`src/rtl/fifo_pkg.sv`:
```
// Shared FIFO definitions: address/count width helpers and output-mode encodings.
package fifo_pkg;

   typedef enum logic {
      FWFT_STD  = 1'b0,
      FWFT_FALL = 1'b1
   } fwft_mode_e;

   localparam int unsigned FIFO_DEF_DEPTH  = 8;
   localparam int unsigned FIFO_DEF_DATA_W = 8;

   function automatic int unsigned addr_w(input int unsigned depth);
      return $clog2(depth);
   endfunction

   // One extra bit so a full FIFO (count == DEPTH) is representable.
   function automatic int unsigned cnt_w(input int unsigned depth);
      return $clog2(depth) + 1;
   endfunction

endpackage

```
`src/rtl/fifo_dpram.sv`:
```
// DEPTH x DATA_W storage: one synchronous write port, one asynchronous read port.
module fifo_dpram #(
   parameter int unsigned DATA_W = 8,
   parameter int unsigned DEPTH  = 8,
   parameter int unsigned ADDR_W = 3
) (
   input  logic              clk,
   input  logic              we,
   input  logic [ADDR_W-1:0] waddr,
   input  logic [DATA_W-1:0] wdata,
   input  logic [ADDR_W-1:0] raddr,
   output logic [DATA_W-1:0] rdata
);

   logic [DATA_W-1:0] mem_q [DEPTH];

   always_ff @(posedge clk) begin
      if (we) begin
         mem_q[waddr] <= wdata;
      end
   end

   assign rdata = mem_q[raddr];

endmodule

```
`src/rtl/sync_fifo_param.sv`:
```
// Parametrised single-clock FIFO with programmable thresholds, sticky error
// flags, synchronous flush and selectable registered / fall-through output.
module sync_fifo_param
   import fifo_pkg::*;
#(
   parameter  int unsigned DATA_W   = 8,
   parameter  int unsigned DEPTH    = 8,
   parameter  int unsigned AF_LEVEL = 6,
   parameter  int unsigned AE_LEVEL = 2,
   parameter  int unsigned FWFT     = 0,
   localparam int unsigned CNT_W    = cnt_w(DEPTH)
) (
   input  logic              clk,
   input  logic              rst,
   input  logic              clr,
   input  logic              wr_en,
   input  logic [DATA_W-1:0] wr_data,
   input  logic              rd_en,
   output logic [DATA_W-1:0] rd_data,
   output logic              rd_valid,
   output logic              full,
   output logic              empty,
   output logic              almost_full,
   output logic              almost_empty,
   output logic [CNT_W-1:0]  count,
   output logic              overflow,
   output logic              underflow
);

   localparam int unsigned ADDR_W = addr_w(DEPTH);
   localparam fwft_mode_e  MODE   = (FWFT != 0) ? FWFT_FALL : FWFT_STD;

   logic [CNT_W-1:0]  wr_ptr_q, wr_ptr_d;
   logic [CNT_W-1:0]  rd_ptr_q, rd_ptr_d;
   logic [CNT_W-1:0]  count_q, count_d;
   logic              full_q, full_d;
   logic              empty_q, empty_d;
   logic              af_q, af_d;
   logic              ae_q, ae_d;
   logic              ovf_q, ovf_d;
   logic              unf_q, unf_d;
   logic [DATA_W-1:0] rd_data_q, rd_data_d;
   logic              rd_valid_q, rd_valid_d;
   logic              wr_acc, rd_acc, mem_we;
   logic [DATA_W-1:0] mem_rdata;

   fifo_dpram #(
      .DATA_W (DATA_W),
      .DEPTH  (DEPTH),
      .ADDR_W (ADDR_W)
   ) u_mem (
      .clk   (clk),
      .we    (mem_we),
      .waddr (wr_ptr_q[ADDR_W-1:0]),
      .wdata (wr_data),
      .raddr (rd_ptr_q[ADDR_W-1:0]),
      .rdata (mem_rdata)
   );

   always_comb begin
      wr_acc     = wr_en && !full_q;
      rd_acc     = rd_en && !empty_q;
      mem_we     = wr_acc && !clr;
      wr_ptr_d   = wr_ptr_q;
      rd_ptr_d   = rd_ptr_q;
      ovf_d      = ovf_q || (wr_en && full_q);
      unf_d      = unf_q || (rd_en && empty_q);
      rd_data_d  = rd_data_q;
      rd_valid_d = 1'b0;

      if (wr_acc) begin
         wr_ptr_d = wr_ptr_q + CNT_W'(1);
      end
      if (rd_acc) begin
         rd_ptr_d   = rd_ptr_q + CNT_W'(1);
         rd_data_d  = mem_rdata;
         rd_valid_d = 1'b1;
      end

      // Flush overrides any accepted transfer in the same cycle.
      if (clr) begin
         wr_ptr_d   = '0;
         rd_ptr_d   = '0;
         ovf_d      = 1'b0;
         unf_d      = 1'b0;
         rd_data_d  = '0;
         rd_valid_d = 1'b0;
      end

      count_d = wr_ptr_d - rd_ptr_d;
      full_d  = (count_d == CNT_W'(DEPTH));
      empty_d = (count_d == '0);
      af_d    = (count_d >= CNT_W'(AF_LEVEL));
      ae_d    = (count_d <= CNT_W'(AE_LEVEL));
   end

   always_ff @(posedge clk or posedge rst) begin
      if (rst) begin
         wr_ptr_q   <= '0;
         rd_ptr_q   <= '0;
         count_q    <= '0;
         full_q     <= 1'b0;
         empty_q    <= 1'b1;
         af_q       <= 1'b0;
         ae_q       <= 1'b1;
         ovf_q      <= 1'b0;
         unf_q      <= 1'b0;
         rd_data_q  <= '0;
         rd_valid_q <= 1'b0;
      end else begin
         wr_ptr_q   <= wr_ptr_d;
         rd_ptr_q   <= rd_ptr_d;
         count_q    <= count_d;
         full_q     <= full_d;
         empty_q    <= empty_d;
         af_q       <= af_d;
         ae_q       <= ae_d;
         ovf_q      <= ovf_d;
         unf_q      <= unf_d;
         rd_data_q  <= rd_data_d;
         rd_valid_q <= rd_valid_d;
      end
   end

   // Fall-through mode presents the head word combinationally from storage.
   assign rd_data      = (MODE == FWFT_FALL) ? mem_rdata : rd_data_q;
   assign rd_valid     = (MODE == FWFT_FALL) ? !empty_q : rd_valid_q;
   assign full         = full_q;
   assign empty        = empty_q;
   assign almost_full  = af_q;
   assign almost_empty = ae_q;
   assign count        = count_q;
   assign overflow     = ovf_q;
   assign underflow    = unf_q;

endmodule

```
`config.mk`:
```
export PLATFORM = sky130hd
export DESIGN_NAME = sync_fifo_param
export DESIGN_NICKNAME = d
export VERILOG_FILES = /design/src/rtl/fifo_pkg.sv /design/src/rtl/fifo_dpram.sv /design/src/rtl/sync_fifo_param.sv
export SDC_FILE = /design/constraint.sdc
export NUM_CORES = 1
export LEC_CHECK = 0
export BUFFER_PORTS_ARGS = -buffer_cell sky130_fd_sc_hd__buf_2
export CAP_MARGIN = 20
export CORE_MARGIN = 4
export CORE_UTILIZATION = 55
export DETAILED_ROUTE_END_ITERATION = 10
export MAX_ROUTING_LAYER = met4
export PLACE_DENSITY = 0.74
export SLEW_MARGIN = 20
export SYNTH_ARGS = -nofsm -noshare
export SYNTH_HDL_FRONTEND = slang
export SYNTH_HIERARCHICAL = 1
export SYNTH_SLANG_ARGS = --single-unit
```
`constraint.sdc`:
```
create_clock -name clk -period 3.7 [get_ports clk]
set_input_delay 0.555 -clock clk [delete_from_list [all_inputs] [get_ports clk]]
set_output_delay 0.555 -clock clk [all_outputs]
set_load 0.005 [all_outputs]
```
==> flow_metrics.tcl, run 1 <==
set metrics [dict create \
    run_status "finished clean" \
    synth_common_cells "edfxtp_1 (64), dfrtp_1 (25), nand2_1 (20)" \
    vias_per_cell 5.72 \
    clkSlewWorstSetupHoldPaths_ns 0.09 \
    io_pins 32 \
    clock-root-buffer "clkbuf_8" \
    crit_fanout 11 \
    die_h_um 90.5 \
    clock_latency_ns 0.35 \
    clock_sinks 91 \
    yosysTopAreaCellShare_pct 51.3 \
    grt_start_max_net_pins 28 \
    max-slew-margin-rel_pct 33.2 \
    max_freq_mhz 395 \
    diodes 0 \
    ant_nets 0 \
    tns_ns 0 \
    cp_cell_sequence "ha_1, nand4bb_1, o21a_1, inv_1, xnor2_1, ha_1, a21oi_1, xnor2_1, nor3_1" \
    hold_path_class "input port to async pin" \
    design.core.area_um2 6490 \
    finalHoldViolations 0 \
    drc 0 \
    setup_viol 0 \
    tritoncts "yes" \
    synth_fp_nets 238 \
    synth_edf_count 64 \
    ir_drop_mv 0.338 \
    crit_type "flip-flop to flip-flop" \
    track_usage_pct 18.9 \
    dp_hpwl_mm 4.38 \
    num_rows 29 \
    start_util_pct 57.7 \
    grt_pass1_vias 2054 \
    final_util_pct 64.1 \
    fin_crit_sh_pct 68.4 \
    area_growth_pct 11.1 \
    critPathMaxStageDelay_ns 0.70 \
    seqCellArea_um2 2600 \
    cts_max_level 3 \
    syn_area_um2 3750 \
    yosys.cell_count.top_type "edfxtp_1" \
    ys_seq_area_share_pct 69.4 \
    cts_resized 0 \
    synthDistinctLibCells 38 \
    reg2reg_depth 9 \
    multiInputGateArea_um2 1060 \
    post_cts_buffers 0 \
    arrival_ns 2.78 \
    port_buffers 31 \
    maxSlewViolCount 0 \
    async_flop_share_pct 29.7 \
    gp_congestion 0.800 \
    die_w_um 90.5 \
    tightest_slew_ns 0.998 \
    grt_pass1_wl_mm 11.1 \
    yosys_register_bits 91 \
    wl_per_cell_um 20.1 \
    p_per_area_nw_per_um2 562 \
    synth.avg_cell_area_um2 17.0 \
    antenna_found_initial 0 \
    cts_inserted_buffers 9 \
    cp-start-kind "flip-flop" \
    synth_area_leaders "edfxtp_1 (51%), dfrtp_1 (17%), mux4_1 (11%)" \
    synthFlopType "edfxtp_1" \
    period_needed_ns 2.53 \
    yosys.area.top_type "edfxtp_1" \
    worstSetupEndpointType "flip-flop" \
    synth_warnings 6 \
    vias 1944 \
    p_leak_nw 1.59 \
    rsz0062_at_grt "no" \
    drtIter0Drc 77 \
    n_fill_cell 473 \
    synth_cells 220 \
    final_nets 276 \
    cap_violations 0 \
    wl_mm 6.83 \
    clockBufferDepth 2 \
    ctsHoldBuffers 0 \
    drive_above_1_share_pct 27.4 \
    cp_slowest_cell "dfrtp_1" \
    dr.pass1.iters 4 \
    skew_ns 0.00893 \
    crit_required_ns 3.95 \
    overflow 0 \
    die_area_um2 8200 \
]
layer usage:
metal,up-vias,global-route usage (%),wire (µm)
met3,12,3.42,227
met4,0,8.55,140
li1,908,-,-
met1,990,23.0,2960
met2,34,30.8,3510
met5,-,-,0
final timing paths:
kind / slack, ns / to / startpoint
setup / recovery: 1.17 / empty / rd_ptr_q[1]
hold / removal: 0.24 / rd_ptr_q[3] / rst
setup reg to reg: 1.17 / empty / rd_ptr_q[1]
hold reg to reg: 0.51 / underflow / underflow
max in group asynchronous: 3.07 / rd_data[5] / rst
min in group clk: 0.46 / u_mem/mem_q[0][7] / wr_data[7]
sequential cells by signal (all words and copies together) (netlist names):
signal	flops
full	1
rd_valid	1
u_mem/mem_q	64
overflow	1
rd_data	8
empty	1
rd_ptr_q	4
almost_empty	1
wr_ptr_q	4
count	4
almost_full	1
underflow	1
per-stage QoR:
step | setup WS [ns] | power (W) | hold WS, ns | instances | instance area (µm²)
global route | 1.03 | 0.00247 | 0.283 | 340 | 4160
finish | 1.17 | 0.00234 | 0.244 | 340 | 4160
CTS | 1.19 | 0.00237 | 0.446 | 340 | 4160
detailed placement | 1.15 | 0.00174 | 0.501 | 324 | 3980
floorplan | 1.25 | 0.00159 | 0.486 | 220 | 3750
global placement | 1.21 | 0.00173 | 0.474 | 324 | 3980
kinds of logic after synthesis:
logic type	after synthesis	share of synthesized area, %
fa+ha+maj	6	1.94
simple gates	54	7.28
compound gates	23	3.84
mux	24	13.5
flops	91	69.4
buf+inv	15	2.20
xor+xnor	7	1.84
cell usage in the layout (no fill, tap or decap), types with 8 or more instances in the layout:
master	n
a21oi_1	12
buf_2	31
dfrtp_1	25
nor2_1	12
nand2b_1	8
mux4_1	15
clkbuf_8	9
edfxtp_1	64
nand2_1	20
mux2_2	8
worst max-delay path, delay by kind of cell (launching register included):
kind / cells / cell delay (ns)
compound gates: 2 / 0.34
xor+xnor: 2 / 0.29
simple gates: 2 / 0.44
flops: 1 / 0.70
fa+ha+maj: 2 / 0.57
buf+inv: 1 / 0.09
power by group:
part | switching (W) | leakage [nW] | internal (W)
Sequential | 0.0000531 | 0.934 | 0.00119
Combinational | 0.000241 | 0.561 | 0.000228
Clock | 0.000343 | 0.0932 | 0.000282
Total | 0.000638 | 1.59 | 0.00170
final cells by class:
cell class                 instances  share of cell area [%]
clock buffer                      10                    3.58
clock inverter                     6                   0.931
inverter                           6                   0.541
multi-input combinational        114                    25.6
sequential                        91                    62.4
tap                               77                    2.31
timing repair buffer              36                    4.63
Note: power is estimated with default switching activity, not from simulation.
==> run 2, diff against run 1 <==
--- a/config.mk
+++ b/config.mk
@@ -5,6 +5,7 @@
 export SDC_FILE = /design/constraint.sdc
 export NUM_CORES = 1
 export LEC_CHECK = 0
+export ABC_AREA = 1
 export BUFFER_PORTS_ARGS = -buffer_cell sky130_fd_sc_hd__buf_2
 export CAP_MARGIN = 20
 export CORE_MARGIN = 4
==> constraint.sdc (replaced) <==
create_clock -name clk -period 2.6 [get_ports clk]
set_input_delay 0.39 -clock clk [delete_from_list [all_inputs] [get_ports clk]]
set_output_delay 0.39 -clock clk [all_outputs]
set_load 0.005 [all_outputs]
==> run 2 against run 1 <==
  * Routed wire length up 26%
  * Core utilization is 0.49 points lower
  * Cell count grew 77%
  * Maximum frequency increased by 19%
  * Global-route usage up 2.2 points
  * Die area up 12%
  * First-iteration DRC count rose to 2.6 times the previous value
  * Power increased by 56%
  * Largest cell class unchanged
==> flow_metrics.tcl, run 2 <==
set metrics [dict create \
    reg2reg_depth 16 \
    r2r_end "empty" \
    synth_common_cells "nand2_1 (157), inv_1 (87), edfxtp_1 (64)" \
    overflow 0 \
    cp_cell_sequence "ha_1, inv_1, o21ai_0, inv_1, nor3_1, inv_1, ha_1, inv_1, nor2_1, inv_1, nor2_1, nor2_2, nand2_1, nand2_2, inv_2, nor2_4" \
    cts_max_level 3 \
    clock_sinks 91 \
    synth.avg_cell_area_um2 9.24 \
    maxSlewViolCount 0 \
    pre_cts_slack_ns 0.500 \
    wl_mm 8.59 \
    async_flop_share_pct 29.7 \
    ctsHoldBuffers 0 \
    cts_resized 0 \
    cp-start-kind "flip-flop" \
    drc 0 \
    p_per_area_nw_per_um2 781 \
    die_area_um2 9160 \
    synth_cells 458 \
    startpoint "rd_ptr_q[1]" \
    largest_register "u_mem/mem_q" \
    syn_area_um2 4230 \
    synth_warnings 6 \
    max_freq_mhz 469 \
    yosys_register_bits 91 \
    worstSetupEndpointType "flip-flop" \
    max-slew-margin-rel_pct 73.0 \
    dr.pass1.iters 5 \
    finalHoldViolations 0 \
    drtIter0Drc 200 \
    ir_drop_mv 0.354 \
    antenna_found_initial 0 \
    period_needed_ns 2.13 \
    area_growth_pct 10.8 \
    crit_type "flip-flop to flip-flop" \
    yosysTopAreaCellShare_pct 45.4 \
    diodes 0 \
    fin_crit_sh_pct 81.9 \
    critPathMaxStageDelay_ns 0.37 \
    crit_fanout 3 \
    io_pins 32 \
    clock-root-buffer "clkbuf_8" \
    cap_violations 0 \
    design.core.area_um2 7370 \
    skew_ns 0.0118 \
    final_nets 517 \
    start_util_pct 57.4 \
    post_cts_buffers 0 \
    dp_hpwl_mm 5.49 \
    tritoncts "yes" \
    cpMostUsedCell "inv_1" \
    grt_pass1_wl_mm 13.8 \
    crit_required_ns 2.89 \
    crit_end "empty" \
    final_cell_mix "nand2_1 (157), inv_1 (87), edfxtp_1 (64)" \
    synth_area_leaders "edfxtp_1 (45%), dfrtp_1 (15%), nand2_1 (14%)" \
    p_leak_nw 2.30 \
    track_usage_pct 21.1 \
    grt_start_max_net_pins 36 \
    synth_fp_nets 476 \
    port_buffers 31 \
    yosys.cell_count.top_type "nand2_1" \
    synth_edf_count 64 \
    num_rows 31 \
    vias 2997 \
    tns_ns 0 \
    cts_inserted_buffers 9 \
    die_h_um 95.7 \
    clockBufferDepth 2 \
    holdWs_ns 0.0729 \
    rsz0062_at_grt "no" \
    final_util_pct 63.6 \
    clkSlewWorstSetupHoldPaths_ns 0.09 \
    largest_register_ffs 64 \
    hold_path_class "input port to async pin" \
    run_status "finished clean" \
    ys_seq_area_share_pct 61.4 \
    synthDistinctLibCells 25 \
    clock_latency_ns 0.36 \
    synthFlopType "edfxtp_1" \
    gp_congestion 0.894 \
    layout_commonest_cell "nand2_1" \
    cp_slowest_cell "dfrtp_1" \
    ant_nets 0 \
    arrival_ns 2.42 \
    drive_above_1_share_pct 16.7 \
    ff2ff_setup_slack_ns 0.47 \
    die_w_um 95.7 \
    setup_viol 0 \
    vias_per_cell 4.97 \
    tightest_slew_ns 0.405 \
    power_w 0.00366 \
    grt_pass1_vias 2831 \
    r2r_start "rd_ptr_q[1]" \
    setup_slack_ns 0.470 \
    wl_per_cell_um 14.2 \
    yosys.area.top_type "edfxtp_1" \
]
[run 2: changes by cell type in the layout (fill, tap and decap cells not counted), moves of 9 or more]
cell | previous run | this run
nand2_1 | 20 | 157
inv_1 | 5 | 87
nand3_1 | 2 | 49
mux4_1 | 15 | 0
nor2_1 | 12 | 23
a21oi_1 | 12 | 3
[run 2: per-stage QoR]
step	area, µm²	instances
2_1_floorplan	4230	458
4_1_cts	4690	603
5_1_grt	4690	603
3_3_place_gp	4490	587
6_report	4690	603
3_5_place_dp	4490	587
[run 2: routing by layer]
layer | vias to the layer above | share of wire, % | global-route usage, %
li1 | 1491 | - | -
met1 | 1401 | 43 | 27.1
met2 | 92 | 50 | 32.9
met3 | 13 | 5.7 | 4.53
met4 | 0 | 1.9 | 8.29
met5 | - | 0 | -
[run 2: final cells by class]
cell class / instances / area [µm²]
well taps: 99 / 124
inverters: 95 / 362
repair buffers: 44 / 253
fillers: 599 / 2680
clock buffers: 10 / 128
multi-input cells: 258 / 1160
flip-flops and latches: 91 / 2600
clock inverters: 6 / 66.3
[run 2: report_power, final]
group / internal (W) / switching [W]
registers: 0.00171 / 0.0000685
clock network: 0.000443 / 0.000489
logic: 0.000323 / 0.000624
[run 2: worst max-delay path: cells and delay by family, from the launching register on]
family                   cells  cell delay (ns)
flip-flops                   1             0.37
AND/OR/NAND/NOR              7             0.70
adder cells (fa/ha/maj)      2             0.47
AO/OA/AOI/OAI                1             0.15
buffers and inverters        6             0.36
[run 2: kinds of logic after synthesis]
group | synth area share, %
flops | 61.4
xor+xnor | 0.207
buf+inv | 11.2
simple gates | 24.3
compound gates | 1.30
fa+ha+maj | 1.48
[run 2: how the worst min path moves through the flow]
stage / start / end / slack [ns]
3_3_place_gp: rst / rd_data[0] / 0.46
4_1_cts: rst / rd_data[1] / 0.07
3_5_place_dp: rst / rd_data[1] / 0.47
2_1_floorplan: rst / almost_full / 0.44
5_1_grt: rst / rd_data[3] / 0.08
6_report: rst / rd_data[1] / 0.07
==> run 3, diff against run 2 <==
--- a/config.mk
+++ b/config.mk
@@ -9,10 +9,10 @@
 export BUFFER_PORTS_ARGS = -buffer_cell sky130_fd_sc_hd__buf_2
 export CAP_MARGIN = 20
 export CORE_MARGIN = 4
-export CORE_UTILIZATION = 55
+export CORE_UTILIZATION = 54
 export DETAILED_ROUTE_END_ITERATION = 10
 export MAX_ROUTING_LAYER = met4
-export PLACE_DENSITY = 0.74
+export PLACE_DENSITY = 0.76
 export SLEW_MARGIN = 20
 export SYNTH_ARGS = -nofsm -noshare
 export SYNTH_HDL_FRONTEND = slang
==> constraint.sdc (replaced) <==
create_clock -name clk -period 1.8 [get_ports clk]
set_input_delay 0.27 -clock clk [delete_from_list [all_inputs] [get_ports clk]]
set_output_delay 0.27 -clock clk [all_outputs]
set_load 0.005 [all_outputs]
==> run 3 against run 2 <==
  * The run now ends with negative setup slack left
  * Sequential cell count is the same
  * Final area grew 9.4%
  * Global-route usage grew 0.61 points
  * Clock power grew 68%
  * Power grew 65%
  * First-iteration DRC count shrank 21%
  * Sequential power grew 44%
  * Register-to-register slack lost 0.69 ns
  * Clock skew grew 0.0017 ns
  * Largest power group unchanged
==> flow_metrics.tcl, run 3 (synthesized netlist as in run 2, its figures left out) <==
set metrics [dict create \
    io_pins 32 \
    seqCellArea_um2 2600 \
    grt_start_max_net_pins 34 \
    p_per_area_nw_per_um2 1180 \
    clock_latency_ns 0.37 \
    final_cells 634 \
    vias_per_cell 5.01 \
    period_needed_ns 2.02 \
    power_frac_seq_pct 42.4 \
    crit_required_ns 2.11 \
    area_growth_pct 21.2 \
    drive_above_1_share_pct 28.4 \
    cp-start-kind "flip-flop" \
    finalHoldViolations 0 \
    drc 0 \
    p_leak_nw 2.49 \
    diodes 0 \
    grt_pass1_wl_mm 14.4 \
    clockBufferDepth 2 \
    track_usage_pct 21.7 \
    cts_inserted_buffers 9 \
    overflow 0 \
    final_nets 545 \
    cts_max_level 3 \
    clkSlewWorstSetupHoldPaths_ns 0.09 \
    clkPwrFrac_pct 25.9 \
    antenna_found_initial 0 \
    intPower_w 0.00408 \
    start_util_pct 55.0 \
    grt_pass1_vias 3106 \
    n_fill_cell 593 \
    worstSetupEndpointType "flip-flop" \
    violations "negative setup slack" \
    crit_fanout 3 \
    largest_register_ffs 64 \
    p_switching_w 0.00198 \
    comb_power_share_pct 31.7 \
    run_status "complete, but fails checks" \
    drtIter0Drc 159 \
    skew_ns 0.0135 \
    wl_per_cell_um 15.0 \
    fin_crit_sh_pct 112 \
    maxSlewViolCount 0 \
    num_rows 32 \
    setup_slack_ns -0.216 \
    design.core.area_um2 7690 \
    vias 3176 \
    wl_mm 9.50 \
    p_sw_share_pct 32.7 \
    tightest_slew_ns 0.396 \
    arrival_ns 2.33 \
    rsz0062_at_grt "yes" \
    tritoncts "yes" \
    dr.pass1.iters 5 \
    max_freq_mhz 496 \
    multiInputGateArea_um2 1320 \
    crit_type "flip-flop to flip-flop" \
    setup_viol 6 \
    die_h_um 96.5 \
    port_buffers 31 \
    ant_nets 0 \
    gp_congestion 0.841 \
    ir_drop_mv 0.917 \
    pre_cts_slack_ns -0.317 \
    max-slew-margin-rel_pct 73.6 \
    hold_path_class "input port to flip-flop" \
    clock_sinks 91 \
    place_inst 608 \
    clock-root-buffer "clkbuf_8" \
    layout_commonest_cell "nand2_1" \
    cap_violations 0 \
    largest_register "u_mem/mem_q" \
    die_w_um 96.5 \
    final_cell_mix "nand2_1 (146), inv_1 (78), edfxtp_1 (64)" \
    dp_hpwl_mm 5.90 \
    die_area_um2 9320 \
]
[run 3: cell count changes in the layout (fill, tap and decap cells not counted), moves of 4 or more]
cell	change
buf_4	+24
nand2_1	-11
inv_1	-9
nand2_2	+9
inv_2	+7
ha_1	-5
nand3_1	-5
inv_6	+4
nor2_1	-4
[run 3: stage by stage]
step | setup TNS (ns) | power, W | instance area, µm² | hold WS (ns) | util (%)
floorplan | -0.536 | 0.00363 | 4270 | 0.321 | -
detailed placement | -1.64 | 0.00417 | 4660 | 0.349 | 60.7
finish | -1.13 | 0.00606 | 5130 | 0.163 | 66.7
global placement | -0.693 | 0.00409 | 4660 | 0.338 | 60.7
CTS | -0.686 | 0.00595 | 5060 | 0.146 | 65.9
global route | -1.76 | 0.00639 | 5130 | 0.154 | 66.7
[run 3: layout make-up]
class,instances,area share (%)
flip-flops and latches,91,50.7
inverters,95,7.20
multi-input cells,258,25.7
repair buffers,72,9.29
clock inverters,5,1.20
clock buffers,11,3.39
well taps,102,2.49
[run 3: repair_timing]
| item | CTS | global route |
|---|---|---|
| hold buffers | 1 | 0 |
| endpoints found under the setup margin | 7 | 11 |
| pin swaps | 13 | 7 |
| buffers inserted | 7 | 4 |
| gates resized for setup | 34 | 14 |
| endpoints found under the hold margin | 25 | 0 |
[run 3: routing by layer]
layer / GRT usage, % / share of wire, % / vias to the layer above / wire length, µm
li1: - / - / 1547 / -
met1: 25.1 / 39 / 1480 / 3720
met2: 36.4 / 51 / 117 / 4860
met3: 5.73 / 6.2 / 32 / 592
met4: 8.18 / 3.4 / 0 / 325
met5: - / 0 / - / 0
[run 3: worst max-delay path, stage by stage (launching register included)]
cell,delay (ns)
dfrtp_1,0.37
ha_2,0.19
inv_2,0.04
o21ai_1,0.12
inv_1,0.06
nor3_2,0.14
inv_1,0.10
ha_4,0.31
nand3_2,0.09
nand2_2,0.11
inv_2,0.06
nand2_2,0.08
nand2_2,0.07
nand2_2,0.10
inv_2,0.06
nor2_4,0.07
[run 3: worst paths after layout]
check	start	to	slack [ns]	cells after the start
setup / recovery	rd_ptr_q[1]	empty	-0.22	15
hold / removal	wr_data[4]	u_mem/mem_q[1][4]	0.16	1
setup reg to reg	rd_ptr_q[1]	empty	-0.22	15
hold reg to reg	overflow	overflow	0.51	2
max in group asynchronous	rst	almost_empty	0.98	4
min in group asynchronous	rst	rd_valid	0.50	4
[run 3: power by group through the flow]
| stage | clock network [W] | logic [W] | registers [W] |
|---|---|---|---|
| 5_1_grt | 0.00168 | 0.00211 | 0.00260 |
| 3_5_place_dp | 0 | 0.00156 | 0.00261 |
| 6_report | 0.00157 | 0.00192 | 0.00257 |
| 2_1_floorplan | 0 | 0.000999 | 0.00264 |
| 3_3_place_gp | 0 | 0.00149 | 0.00260 |
| 4_1_cts | 0.00159 | 0.00179 | 0.00256 |
